File: config.mk
export PLATFORM = sky130hd
export DESIGN_NAME = bmr_loader_flat
export DESIGN_NICKNAME = d
export VERILOG_FILES = /design/src/rtl/bmr_loader_if.sv /design/src/rtl/bmr_loader.sv /design/src/flat_wrapper.sv
export SDC_FILE = /design/constraint.sdc
export NUM_CORES = 2
export LEC_CHECK = 0
export ABC_AREA = 0
export BUFFER_PORTS_ARGS = -buffer_cell sky130_fd_sc_hd__buf_2
export CORE_AREA = 10 10 619 621
export DETAILED_ROUTE_END_ITERATION = 16
export DIE_AREA = 0 0 629 631
export PLACE_DENSITY = 0.4
export SKIP_CTS_REPAIR_TIMING = 1
export SYNTH_ARGS = -nofsm -noshare
export SYNTH_HDL_FRONTEND = slang
export SYNTH_SLANG_ARGS = --single-unit
File: constraint.sdc
create_clock -name clk -period 10.9 [get_ports clk]
set_input_delay 0.545 -clock clk [delete_from_list [all_inputs] [get_ports clk]]
set_output_delay 0.545 -clock clk [all_outputs]
set_load 0.02 [all_outputs]
File: src/rtl/bmr_loader_if.sv
// bmr_loader_if
//   Bus bundle between the bitmap-region loader, the image memory and the
//   match accelerator.
//   mem_rd     : word read strobe (loader -> memory)
//   mem_addr   : word address     (loader -> memory)
//   mem_rdata  : read data, valid one cycle after mem_rd (memory -> loader)
//   acc_start  : one-cycle start pulse (loader -> accelerator)
//   acc_finish : finish level         (accelerator -> loader)
//   master modport is the loader side, slave modport the memory/accelerator side.
interface bmr_loader_if #(
    parameter int unsigned ADDR_W = 14
) ();
    logic              mem_rd;
    logic [ADDR_W-1:0] mem_addr;
    logic [31:0]       mem_rdata;
    logic              acc_start;
    logic              acc_finish;

    modport master (
        output mem_rd, mem_addr, acc_start,
        input  mem_rdata, acc_finish
    );

    modport slave (
        input  mem_rd, mem_addr, acc_start,
        output mem_rdata, acc_finish
    );
endinterface

File: src/rtl/bmr_loader.sv
// bmr_loader
//   Fetches a 64-row x 24-pixel window of the 1-bpp score image, packs it
//   into the 1536-bit bitmap region, starts the match accelerator and reports
//   done once the accelerator finishes.
//   clk, rst        : clock, synchronous active-high reset
//   req             : load-and-match request (only honoured when idle)
//   origin_row/col  : window top row / left pixel column
//   busy            : high whenever not idle
//   done            : one-cycle pulse after the accelerator finishes
//   bmr             : packed window, row 0 at [1535:1512], pixel 0 = MSB
//   bus (master)    : image memory read port and accelerator handshake
module bmr_loader #(
    parameter int unsigned IMG_WORDS = 20,
    parameter int unsigned IMG_ROWS  = 480,
    parameter int unsigned ADDR_W    = 14,
    parameter int unsigned ROW_W     = 9,
    parameter int unsigned COL_W     = 10
) (
    input  logic             clk,
    input  logic             rst,
    input  logic             req,
    input  logic [ROW_W-1:0] origin_row,
    input  logic [COL_W-1:0] origin_col,
    output logic             busy,
    output logic             done,
    output logic [1535:0]    bmr,
    bmr_loader_if.master     bus
);

    typedef enum logic [2:0] {
        IDLE, RD0, RD1, CAP, GO, WAIT, DONE
    } state_t;

    state_t r_state, w_next;

    logic [ROW_W-1:0] r_org_row;
    logic [COL_W-1:0] r_org_col;
    logic [5:0]       r_row;
    logic [31:0]      r_w0;
    logic [1535:0]    r_bmr;
    logic             r_fin_q;

    logic [ROW_W:0]   w_y;
    logic [COL_W-5:0] w_wi;
    logic [COL_W-5:0] w_wi1;
    logic             w_y_ok;
    logic             w_rd0_ok;
    logic             w_rd1_ok;
    logic [COL_W-5:0] w_word;
    logic [31:0]      w_addr_full;
    logic [4:0]       w_off;
    logic [5:0]       w_sh;
    logic [31:0]      w_w1;
    logic [63:0]      w_shifted;
    logic [23:0]      w_row;
    logic             w_fin_rise;

    // Row/word addressing; one spare bit on each so the bounds checks see
    // the true value instead of a wrapped one.
    assign w_y      = {1'b0, r_org_row} + {{(ROW_W-5){1'b0}}, r_row};
    assign w_wi     = {1'b0, r_org_col[COL_W-1:5]};
    assign w_wi1    = w_wi + 1'b1;
    assign w_y_ok   = 32'(w_y) < IMG_ROWS;
    assign w_rd0_ok = w_y_ok && (32'(w_wi)  < IMG_WORDS);
    assign w_rd1_ok = w_y_ok && (32'(w_wi1) < IMG_WORDS);

    assign w_word      = (r_state == RD1) ? w_wi1 : w_wi;
    assign w_addr_full = 32'(w_y) * IMG_WORDS + 32'(w_word);

    // Funnel shift: row = {w0,w1}[63-off : 40-off]
    assign w_off     = r_org_col[4:0];
    assign w_sh      = 6'd40 - {1'b0, w_off};
    assign w_w1      = w_rd1_ok ? bus.mem_rdata : '0;
    assign w_shifted = {r_w0, w_w1} >> w_sh;
    assign w_row     = w_shifted[23:0];

    // r_fin_q follows acc_finish every cycle, so on the first WAIT cycle it
    // already holds the level seen during GO; a finish left high by the
    // previous job therefore never looks like a new rising edge.
    assign w_fin_rise = bus.acc_finish && !r_fin_q;

    // State register
    always_ff @(posedge clk) begin
        if (rst) begin
            r_state <= IDLE;
        end else begin
            r_state <= w_next;
        end
    end

    // Next-state logic
    always_comb begin
        w_next = r_state;
        case (r_state)
            IDLE:    if (req) w_next = RD0;
            RD0:     w_next = RD1;
            RD1:     w_next = CAP;
            CAP:     w_next = (r_row == 6'd63) ? GO : RD0;
            GO:      w_next = WAIT;
            WAIT:    if (w_fin_rise) w_next = DONE;
            DONE:    w_next = IDLE;
            default: w_next = IDLE;
        endcase
    end

    // Outputs
    always_comb begin
        busy          = (r_state != IDLE);
        done          = (r_state == DONE);
        bus.acc_start = (r_state == GO);
        bus.mem_rd    = ((r_state == RD0) && w_rd0_ok) ||
                        ((r_state == RD1) && w_rd1_ok);
        bus.mem_addr  = bus.mem_rd ? w_addr_full[ADDR_W-1:0] : '0;
    end

    // Datapath
    always_ff @(posedge clk) begin
        if (rst) begin
            r_org_row <= '0;
            r_org_col <= '0;
            r_row     <= '0;
            r_w0      <= '0;
            r_bmr     <= '0;
            r_fin_q   <= 1'b0;
        end else begin
            r_fin_q <= bus.acc_finish;
            case (r_state)
                IDLE: begin
                    if (req) begin
                        r_org_row <= origin_row;
                        r_org_col <= origin_col;
                        r_row     <= '0;
                        r_bmr     <= '0;
                    end
                end
                RD1: r_w0 <= w_rd0_ok ? bus.mem_rdata : '0;
                CAP: begin
                    r_bmr <= {r_bmr[1511:0], w_row};
                    if (r_row != 6'd63) begin
                        r_row <= r_row + 1'b1;
                    end
                end
                default: ;
            endcase
        end
    end

    assign bmr = r_bmr;

endmodule
File: src/flat_wrapper.sv
// flat-port wrapper written by rule: the top's interface ports become plain ports
module bmr_loader_flat 
#(
    parameter int unsigned IMG_WORDS = 20,
    parameter int unsigned IMG_ROWS  = 480,
    parameter int unsigned ADDR_W    = 14,
    parameter int unsigned ROW_W     = 9,
    parameter int unsigned COL_W     = 10
)
  (clk, rst, req, origin_row, origin_col, busy, done, bmr, bus_mem_rd, bus_mem_addr, bus_acc_start, bus_mem_rdata, bus_acc_finish);
  bmr_loader_if #(.ADDR_W(ADDR_W)) bus_i ();
  input  logic clk;
  input  logic rst;
  input  logic req;
  input  logic [ROW_W-1:0] origin_row;
  input  logic [COL_W-1:0] origin_col;
  output logic busy;
  output logic done;
  output logic [1535:0] bmr;
  output wire logic [$bits(bus_i.mem_rd)-1:0] bus_mem_rd;
  output wire logic [$bits(bus_i.mem_addr)-1:0] bus_mem_addr;
  output wire logic [$bits(bus_i.acc_start)-1:0] bus_acc_start;
  input wire logic [$bits(bus_i.mem_rdata)-1:0] bus_mem_rdata;
  input wire logic [$bits(bus_i.acc_finish)-1:0] bus_acc_finish;
  assign bus_mem_rd = bus_i.mem_rd;
  assign bus_mem_addr = bus_i.mem_addr;
  assign bus_acc_start = bus_i.acc_start;
  assign bus_i.mem_rdata = bus_mem_rdata;
  assign bus_i.acc_finish = bus_acc_finish;
  bmr_loader #(.IMG_WORDS(IMG_WORDS), .IMG_ROWS(IMG_ROWS), .ADDR_W(ADDR_W), .ROW_W(ROW_W), .COL_W(COL_W)) u_core (.clk(clk), .rst(rst), .req(req), .origin_row(origin_row), .origin_col(origin_col), .busy(busy), .done(done), .bmr(bmr), .bus(bus_i));
endmodule
==> flow_summary.toml <==
[placed_design]
post-place-ws_ns = 6.201
dp_hpwl_um = 253900
port-buffer-count = 1608
dp.cells = 12140
gp_congestion = 0.8940

[synth]
synth_nets = 6181
avgSynthCellArea_um2 = 9.417
ys_seq_area_share_pct = 55.70
syn_area_mm2 = 0.05740
dominantRegCellSynth = "dfxtp_1"
synth_seq_cells = 1597
synth-edff-count = 0
yosys_warnings = 0
ys_types = 77
async_flop_share_pct = 0
synthCells = 6095

[route]
via_per_inst = 4.323
antenna_left = 0
dr.pass1.iters = 6
drtIter0Drc = 5127
drc_errors = 0
wire_per_inst_um = 26.48
wirelength_um = 331700
route.vias.total = 54150

[clocking]
cts_made_buffers = 195
htree_levels = 4
cts.reportedPaths.clkPinSlew_ns = 0.06
cts_sinks = 1597
clk_latency_ns = 0.88
clockBufferDepth = 4
cts_root_buf = "clkbuf_16"
cts_tree = "built"

[setup_path]
r2r-start = "u_core.r_org_col[0]$_SDFFE_PP0P_"
r2r_cells = 11
r2r_end = "u_core.bmr[6]$_SDFFE_PP0P_"
cp_data_required_time_ns = 10.36
worstSetupEndpoint = "bus_mem_addr[13]"
crit_type = "register to primary output"
reg2reg_slack_ns = 6.39
worstPathArrival_ns = 5.07
critPathCaptureType = "primary output"
startpoint = "u_core.r_row[0]$_SDFFE_PP0P_"
path_max_fanout = 5
worstSetupStartpointType = "register"

[floorplanning]
num_io_pins = 1609
die_h_um = 631
dieArea_mm2 = 0.3969
num_rows = 224
core_mm2 = 0.3708
initial_core_util_pct = 15.48
die_w_um = 629

[cells_and_area]
drive_gt1_share_pct = 27.35
syn2layout_area_growth_pct = 33.98
utilization_pct = 20.74
final_nets = 7471
fin_cells = 12530

[global_route]
grt_pass1_wl_um = 448200
antenna_found_initial = 24
grt_start_max_net_pins = 239
grt_usage_pct = 15.53
grt_overflow_total = 0
first_global_vias = 51340

[sta]
max_freq_mhz = 178.2
max-slew-margin-rel_pct = 15.85
finalHoldViolations = 0
report.final.slew_viol_count = 0
post-route-period-util_pct = 51.49
worst_slack_ns = 5.287
skew_ns = 0.07709
setup_violations = 0
period_minus_slack_ns = 5.613
worst_slew_pin_slew_ns = 1.261
finalSetupTns_ns = 0
rsz0062_at_grt = "no"

[job]
cap_viol_max_count = 0

[power]
cellLeakagePower_nw = 31.57
powerDensity_mw_per_mm2 = 177.8
ir_worst_vdd_mv = 0.1530

[run_status]
outcome = "complete, no violations"

[worst_hold_path]
hold_class = "input pin to register"
==> worst min-delay path by stage <==
stage               slack (ns)                             start  depth (start not counted)                          endpoint
floorplan                 0.44  u_core.r_org_row[0]$_SDFFE_PP0P_                          2  u_core.r_org_row[0]$_SDFFE_PP0P_
global placement          0.45  u_core.r_org_row[5]$_SDFFE_PP0P_                          2  u_core.r_org_row[5]$_SDFFE_PP0P_
detailed placement        0.45  u_core.r_org_row[5]$_SDFFE_PP0P_                          2  u_core.r_org_row[5]$_SDFFE_PP0P_
CTS                      -0.11                     origin_col[6]                          3  u_core.r_org_col[6]$_SDFFE_PP0P_
global route              0.02                  bus_mem_rdata[8]                          3       u_core.r_w0[8]$_SDFFE_PP0P_
finish                    0.05                  bus_mem_rdata[1]                          3       u_core.r_w0[1]$_SDFFE_PP0P_
==> Yosys cell counts, drive strengths merged, types with 16 or more instances <==
master,n,area (µm²)
mux2,16,180.2
mux4,43,979.7
a211oi,17,162.7
xnor2,21,183.9
buf,37,226.5
nor3,26,135.1
nand2,193,724.4
o21ai,51,259.0
mux2i,58,580.6
nor2,1595,5987
a21oi,116,595.6
clkbuf,554,2083
ha,28,350.3
dfxtp,1597,31970
nand3,53,265.3
a22oi,1520,11410
==> layer usage <==
| layer | share of wire (%) | global-route usage [%] | vias up |
|---|---|---|---|
| li1 | - | - | 24530 |
| met4 | 4.6 | 6.100 | 14 |
| met3 | 7.2 | 4.087 | 371 |
| met2 | 50 | 27.34 | 2133 |
| met1 | 38 | 17.90 | 27110 |
| met5 | 0.030 | 0 | - |
==> flip-flops by register name, indices dropped and copies added, names as in the netlist <==
register	cells
u_core.r_org_row	9
u_core.r_fin_q	1
u_core.bmr	1536
u_core.r_w0	32
u_core.r_state	3
u_core.r_org_col	10
u_core.r_row	6
==> cell families (layout without fill, tap and decap cells) <==
| kind of cell | Yosys count | after routing | share of synthesized area, % |
|---|---|---|---|
| AOI/OAI and AO/OA | 1797 | 1797 | 22.97 |
| xor gates and xnor gates | 35 | 35 | 0.5472 |
| adders and majority gates | 31 | 31 | 0.7150 |
| buffers and inverters | 607 | 2055 | 4.129 |
| DFF | 1597 | 1597 | 55.70 |
| muxes | 117 | 117 | 3.032 |
| other | 0 | 11 | 0 |
| and+or+nand+nor | 1911 | 1911 | 12.90 |
==> cells in the final DEF, fill, tap and decap left out, types with 13 or more instances in the layout <==
| master | instances |
|---|---|
| dfxtp_1 | 1596 |
| a21oi_1 | 114 |
| xnor2_1 | 18 |
| nand2_1 | 193 |
| a211oi_1 | 13 |
| buf_4 | 44 |
| nor2_1 | 1593 |
| mux2_2 | 15 |
| buf_12 | 16 |
| nor3_1 | 24 |
| mux2i_1 | 58 |
| clkbuf_1 | 41 |
| o21ai_0 | 45 |
| dlygate4sd3_1 | 17 |
| buf_2 | 1607 |
| bufinv_16 | 15 |
| clkbuf_16 | 196 |
| clkbuf_8 | 41 |
| a22oi_1 | 1520 |
| nand3_1 | 53 |
| ha_1 | 27 |
| inv_1 | 15 |
| clkinv_2 | 39 |
| mux4_2 | 40 |
==> cell type report <==
type / count / area, µm²
Fill cell: 41100 / 293900
Sequential cell: 1597 / 31970
Multi-Input combinational cell: 3891 / 23150
Timing Repair Buffer: 1684 / 8864
Tap cell: 4972 / 6221
Clock buffer: 278 / 5623
Clock inverter: 77 / 977.2
Inverter: 16 / 60.06
Antenna cell: 11 / 27.53
==> worst max-delay path, stage by stage (launching register included) <==
cell      delay, ns
dfxtp_1        0.41
ha_1           0.24
inv_1          0.07
fa_1           0.40
nand2b_1       0.18
nand2b_1       0.08
a21oi_1        0.07
xnor2_1        0.25
ha_1           0.32
fa_1           0.42
a21o_1         0.17
a21oi_1        0.23
nor2_1         0.10
o31ai_1        0.28
a21boi_0       0.43
nand3_1        0.19
xnor2_1        0.16
nor2_1         0.08
buf_2          0.18
==> per-stage QoR <==
stage / hold WS, ns / cell area [µm²] / total power (W)
after floorplan: 0.4400 / 57400 / 0.006735
after global placement: 0.4530 / 70100 / 0.007064
after detailed placement: 0.4533 / 70100 / 0.007066
after CTS: -0.1051 / 76700 / 0.01388
after global routing: 0.02242 / 76870 / 0.01419
final: 0.05074 / 76900 / 0.01367
==> where the power goes <==
group | internal (W) | switching [W]
clock | 0.00396 | 0.00276
combinational | 0.000232 | 0.000827
sequential | 0.00585 | 0.0000333
Note: power is estimated with default switching activity, not from simulation.
